<file path="src/rtl/count_sequencer.sv">
// rtl/count_sequencer.sv - tick-driven up/down/ping-pong/one-shot counter with IDLE/RUN/PAUSE/DONE control
module count_sequencer #(
    parameter int WIDTH = 4
) (
    input  logic             clk,
    input  logic             nrst,
    input  logic             tick,
    input  logic             start,
    input  logic             stop,
    input  logic [1:0]       mode,
    input  logic [WIDTH-1:0] limit,
    output logic [WIDTH-1:0] count,
    output logic             dir,
    output logic             running,
    output logic             done
);

    typedef enum logic [1:0] {IDLE, RUN, PAUSE, DONE} state_t;

    localparam logic [1:0] MODE_UP   = 2'b00;
    localparam logic [1:0] MODE_DOWN = 2'b01;
    localparam logic [1:0] MODE_PING = 2'b10;

    state_t           state_q;
    logic [WIDTH-1:0] count_q;
    logic             dir_q;
    logic [1:0]       mode_q;
    logic [WIDTH-1:0] limit_q;

    logic [WIDTH-1:0] step_count_d;
    logic             step_dir_d;
    logic             step_done_d;
    logic [WIDTH-1:0] load_count_d;
    logic             load_dir_d;

    // Next count/dir for one tick, using only the latched mode and limit.
    always_comb begin
        step_count_d = count_q;
        step_dir_d   = dir_q;
        step_done_d  = 1'b0;
        case (mode_q)
            MODE_UP:   step_count_d = (count_q == limit_q) ? '0 : count_q + WIDTH'(1);
            MODE_DOWN: step_count_d = (count_q == '0) ? limit_q : count_q - WIDTH'(1);
            MODE_PING: begin
                if (limit_q != '0) begin
                    if (dir_q) begin
                        if (count_q == limit_q) begin
                            step_count_d = limit_q - WIDTH'(1);
                            step_dir_d   = 1'b0;
                        end else begin
                            step_count_d = count_q + WIDTH'(1);
                        end
                    end else begin
                        if (count_q == '0) begin
                            step_count_d = WIDTH'(1);
                            step_dir_d   = 1'b1;
                        end else begin
                            step_count_d = count_q - WIDTH'(1);
                        end
                    end
                end
            end
            default: begin
                if (count_q == limit_q) step_done_d = 1'b1;
                else                    step_count_d = count_q + WIDTH'(1);
            end
        endcase
    end

    // Reload values come from the live inputs because they are latched on the same edge.
    always_comb begin
        load_count_d = (mode == MODE_DOWN) ? limit : '0;
        load_dir_d   = (mode != MODE_DOWN);
    end

    always_ff @(posedge clk or negedge nrst) begin
        if (!nrst) begin
            state_q <= IDLE;
            count_q <= '0;
            dir_q   <= 1'b1;
            mode_q  <= '0;
            limit_q <= '0;
        end else begin
            case (state_q)
                IDLE, DONE: begin
                    if (stop) begin
                        state_q <= IDLE;
                        count_q <= '0;
                        dir_q   <= 1'b1;
                    end else if (start) begin
                        state_q <= RUN;
                        mode_q  <= mode;
                        limit_q <= limit;
                        count_q <= load_count_d;
                        dir_q   <= load_dir_d;
                    end
                end
                RUN: begin
                    if (stop) begin
                        state_q <= PAUSE;
                    end else if (tick) begin
                        count_q <= step_count_d;
                        dir_q   <= step_dir_d;
                        if (step_done_d) state_q <= DONE;
                    end
                end
                PAUSE: begin
                    if (stop) begin
                        state_q <= IDLE;
                        count_q <= '0;
                        dir_q   <= 1'b1;
                    end else if (start) begin
                        state_q <= RUN;
                    end
                end
                default: state_q <= IDLE;
            endcase
        end
    end

    assign count   = count_q;
    assign dir     = dir_q;
    assign running = (state_q == RUN);
    assign done    = (state_q == DONE);

endmodule

</file>
<file path="config.mk">
export PLATFORM = sky130hd
export DESIGN_NAME = count_sequencer
export DESIGN_NICKNAME = d
export VERILOG_FILES = /design/src/rtl/count_sequencer.sv
export SDC_FILE = /design/constraint.sdc
export NUM_CORES = 1
export LEC_CHECK = 0
export BUFFER_PORTS_ARGS = -buffer_cell sky130_fd_sc_hd__buf_2
export CORE_MARGIN = 2
export CORE_UTILIZATION = 53
export CTS_BUF_LIST = sky130_fd_sc_hd__clkbuf_2 sky130_fd_sc_hd__clkbuf_4 sky130_fd_sc_hd__clkbuf_8
export CTS_CLUSTER_SIZE = 8
export DETAILED_ROUTE_END_ITERATION = 7
export PLACE_DENSITY = 0.78
export SLEW_MARGIN = 10
export SYNTH_ARGS = -nofsm -noshare
export SYNTH_HDL_FRONTEND = slang
export SYNTH_SLANG_ARGS = --single-unit
export TNS_END_PERCENT = 50
</file>
<file path="constraint.sdc">
create_clock -name clk -period 2.2 [get_ports clk]
set_input_delay 0.33 -clock clk [delete_from_list [all_inputs] [get_ports clk]]
set_output_delay 0.33 -clock clk [all_outputs]
set_load 0.05 [all_outputs]
</file>
# Word-level counts from Yosys, hierarchy flattened
# Index checks and enable logic that the tools add are counted.
totals:
  ff_bits: 13
  inputBits: 11
  elab_cells: 73
op_classes:
  n_addsub: 3
  eq_ne: 19
  mux: 34
  bitwise: 1
  reduce_logical: 11
op_table:
  columns: ["op", "n"]
  rows:
  - ["4-bit 2-to-1 mux", 13]
  - ["4-bit one-hot mux with 3 select lines", 2]
  - ["1-bit 2-to-1 mux", 12]
  - ["6-bit AND reduction", 2]
  - ["2-bit 2-to-1 mux", 5]
  - ["3-bit inequality test (second input constant)", 3]
  - ["4-bit by 1-bit subtractor with 4-bit output (second input constant)", 2]
  - ["2-bit by 1-bit == test with 1-bit output (second input constant)", 3]
  - ["2-bit == test (second input constant)", 3]
  - ["2-bit by 1-bit inequality test with 1-bit output (second input constant)", 3]
  - ["2-bit inequality test (second input constant)", 3]
  - ["3-bit AND reduction", 2]
  - ["3-bit OR reduction", 2]
  - ["5-bit by 2-bit inequality test with 1-bit output (second input constant)", 1]
  - ["4-bit by 1-bit adder with 4-bit output (second input constant)", 1]
  - ["4-bit == test", 1]
  - ["2-bit zero test", 2]
  - ["4-bit zero test", 1]
  - ["2-bit one-hot mux with 2 select lines", 1]
  - ["4-bit nonzero test", 1]
  - ["3-bit by 1-bit inequality test with 1-bit output (second input constant)", 1]
  - ["3-bit by 2-bit inequality test with 1-bit output (second input constant)", 1]
  - ["1-bit one-hot mux with 3 select lines", 1]
  - ["2-bit OR reduction", 1]
  - ["1-bit NOT", 1]

# Depth between registers and ports, before layout
logic_depth:
  depth_word: 8
  depth_mapped: 9
  depth_no_buf: 7

# Worst setup path before layout
# OpenSTA, ideal clock, no wires.
synth_timing:
  path_type: "reg-to-reg"
  start: "register count_q[0] (netlist: count[0])"
  end: "register count_q[0] (netlist: count[0])"
  t_arrival_ns: 2.282
  required_time_ns: 2.075
  setup_slack_ns: -0.207
  path_stages_with_launch: 9
  synth_period_minus_slack_ns: 2.407
  cell_sequence: "dfrtp_1 > inv_1 > ha_1 > or3b_1 > buf_2 > o21a_1 > a2111oi_4 > o21ai_1 > mux2_4"
synth_between:
  elab_chain_len: 8
synth_rtl:
  columns: ["element", "line_no", "rtl"]
  rows:
  - ["start, declared", "25", "logic [WIDTH-1:0] count_q;"]
  - ["start signal, assigned", "94", "count_q <= load_count_d;"]
  - ["start signal, assigned", "102", "count_q <= step_count_d;"]
  - ["4-bit by 1-bit subtractor with 4-bit output, or another cell as far along", "43, 58", null]
  - ["4-bit 2-to-1 mux (on tied branches)", "54, 47", null]
  - ["4-bit 2-to-1 mux", "46", "if (dir_q) begin"]
  - ["4-bit 2-to-1 mux", "45", "if (limit_q != '0) begin"]
  - ["4-bit one-hot mux with 3 select lines", "41", "case (mode_q)"]
  - ["4-bit 2-to-1 mux", "101", "end else if (tick) begin"]
  - ["4-bit 2-to-1 mux", "99", "if (stop) begin"]
  - ["4-bit one-hot mux with 3 select lines", "84", "case (state_q)"]
# Several ways; a longest one is shown, not always the timed one. The select of a mux whose other input is x is not followed.
# A chain may end at the register's enable or synchronous reset.

# Final worst setup path
# Ends and elaborated chain as after synthesis.

==> impl_metrics.json <==
{
  "antennaDiodeCount": 0,
  "tightest_slew_ns": 0.499,
  "p_leak_nw": 0.659,
  "layout.nets": 195,
  "cp_data_arrival_time_ns": 2.25,
  "synth_top_area_share_pct": 23.6,
  "synth_top_family_by_area": "compound AO/OA/AOI/OAI gates",
  "drc": 0,
  "grtUsageTotal_pct": 26.1,
  "cts_buffer_depth": 2,
  "cts_root_buffer": "clkbuf_4",
  "synth_compound_area_share_pct": 20.2,
  "syn_area_per_cell_um2": 8.50,
  "ant_nets": 0,
  "routed_wl_um": 3310,
  "grt_pass1_vias": 1117,
  "syn_inst": 150,
  "synth_edf_count": 0,
  "final.setup.worst_slack_ns": 0.121,
  "core_area_mm2": 0.00223,
  "die_w_um": 53.0,
  "min-delay-start": "stop",
  "nFillCells": 204,
  "ys_top_cells_by_area": "dfrtp_1 24%, ha_1 11%, mux2_2 5.3%, inv_1 4.4%, xnor2_1 4.1%",
  "synth_simple_gate_area_share_pct": 19.0,
  "cts_tree": "yes",
  "avgViaCountPerCell": 5.96,
  "finalSetupViolations": 0,
  "worstPathMaxFanout": 6,
  "slew-limit-headroom_pct": 66.7,
  "place_congestion": 0.923,
  "yosysTopAreaCell": "dfrtp_1",
  "critPathRequiredTime_ns": 2.38,
  "path_clk_slew_ns": 0.09,
  "synth-xor-area-share_pct": 5.50,
  "grt_pass1_wl_um": 5270,
  "cp-start-kind": "flop",
  "power-per-cell-area_mw_per_mm2": 1070,
  "layout-area-overhead-vs-synth_pct": 16.5,
  "io_buffers": 17,
  "status": "completed",
  "yosys_warnings": 0,
  "dieArea_mm2": 0.00281,
  "clock_skew_ns": 0.00101,
  "initial_utilization_pct": 57.1,
  "hold_viol": 0,
  "worst_ir_drop_vdd_uv": 735,
  "fin_crit_ns": 2.08,
  "synth_most_common_cell": "inv_1",
  "antenna_found_initial": 0,
  "wl_per_cell_um": 16.5,
  "crit_slowest_cell": "dfrtp_2",
  "regToRegStartpoint": "count[0]",
  "grt_max_degree": 14,
  "cts_sinks": 13,
  "layout-drive-gt1-share_pct": 27.9,
  "route.vias.total": 1192,
  "synth_mux_area_share_pct": 10.4,
  "worstSkewPairLatency_ns": 0.28,
  "fmax_mhz": 481,
  "initialDrtViolationCount": 39,
  "overflow": 0,
  "hpwl_um": 2540,
  "syn_nets": 172,
  "cp-end-kind": "flop",
  "grt_setup_unrepaired": "false",
  "die_h_um": 53.0,
  "drt-pass1-iter-count": 4,
  "path_cells": "inv_2, ha_2, or3b_1, o21a_1, a2111oi_4, o21ai_1, mux2_4",
  "synthTopCellsByCount": "15 x inv_1, 12 x dfrtp_1, 11 x ha_1, 10 x nand2_1, 8 x nor2_1",
  "path_class": "flop to flop",
  "numCtsBuffers": 3,
  "place_ws_ns": 0.0433,
  "finalCritPeriodShare_pct": 94.5,
  "slowest_delay_ns": 0.41,
  "synth_area_mm2": 0.00127,
  "ys_types": 47,
  "ys_seq_elements": 13,
  "io_pins": 18,
  "startpoint": "count[0]",
  "synth_ff_type": "dfrtp_1",
  "placementRows": 17,
  "seq_area_frac_synth_pct": 25.6,
  "finalPower_mw": 1.58,
  "synthArstFlopShare_pct": 100,
  "synthAdderAreaFrac_pct": 10.8,
  "hold_path_class": "primary input to flop",
  "cap_violations": 0,
  "slew_viol_final": 0,
  "htree_levels": 1
}
==> per-layer routing <==
metal	vias to the layer above	global-route usage [%]	wire [um]	part of all wire, %
li1	581	-	-	-
met1	565	35.6	1480	45
met2	40	43.1	1630	49
met3	6	2.54	149	4.5
met4	0	8.55	53	1.6
met5	-	0	0	0
==> state kept, by name, summed over array words and instances, names as in the netlist <==
signal	cells
limit_q	4
state_q	2
mode_q	2
dir	1
count	4
==> worst paths after layout <==
path | endpoint | slack [ns] | cells after the start
min | state_q[0] | 0.26 | 2
min reg2reg | state_q[0] | 0.59 | 2
max | count[0] | 0.12 | 7
max in group asynchronous | dir | 1.42 | 2
max reg2reg | count[0] | 0.12 | 7
min in group asynchronous | state_q[0] | 0.50 | 2
==> metrics by stage <==
step	utilization, %	hold slack, ns	TNS [ns]	std cells	instance area, um2
2_1_floorplan	-	0.0344	-0.0575	150	1280
3_3_place_gp	63.9	0.231	0	195	1430
3_5_place_dp	63.9	0.235	0	195	1430
4_1_cts	65.7	0.253	0	200	1470
5_1_grt	66.5	0.267	0	200	1490
6_report	66.5	0.257	0	200	1490
==> critical path, delay by kind of cell (launching register included) <==
family | cells | cell delay, ns
compound gates | 3 | 0.63
flops | 1 | 0.41
simple gates | 1 | 0.41
mux | 1 | 0.25
fa+ha+maj | 1 | 0.20
buf+inv | 1 | 0.06
==> layout make-up <==
cell class	count	area, um2	area share (%)
inverters	15	56.3	3.79
multi-input cells	112	865	58.2
repair buffers	28	170	11.5
clock buffers	4	30.0	2.02
flip-flops and latches	13	329	22.2
well taps	28	35.0	2.36
==> power by group <==
group | internal [mW] | switching [mW] | total [mW]
sequential | 0.317 | 0.123 | 0.440
combinational | 0.398 | 0.576 | 0.974
clock | 0.0828 | 0.0887 | 0.171
==> cell families after synthesis <==
family	after synthesis
xor gates and xnor gates	8
buffers and inverters	25
adders and majority gates	11
muxes	12
and+or+nand+nor	46
DFF	13
AOI/OAI and AO/OA	35
==> cell usage in the layout (no fill, tap or decap), types with 3 or more instances in the layout <==
master    Yosys  final
dfrtp_1      12     10
mux2i_1       5      5
buf_2         2     17
o21a_1        3      3
nand2b_1      4      3
o21ai_0       3      3
a21oi_1       7      7
buf_4         1     10
nor2_1        8      8
xnor2_1       6      6
clkbuf_4      0      4
mux2_2        6      6
nand3_1       7      7
o21ai_1       4      4
a31oi_1       3      3
nand2_1      10     10
nor3_1        3      3
inv_1        15     14
ha_1         11      9
==> timing repair <==
item                                    CTS  global route
endpoints found under the setup margin    0             1
gates resized for setup                   0             5
endpoints found under the hold margin    12             0
hold buffers                              1             0
buffers inserted                          0             0
Note: power is estimated with default switching activity, not from simulation.
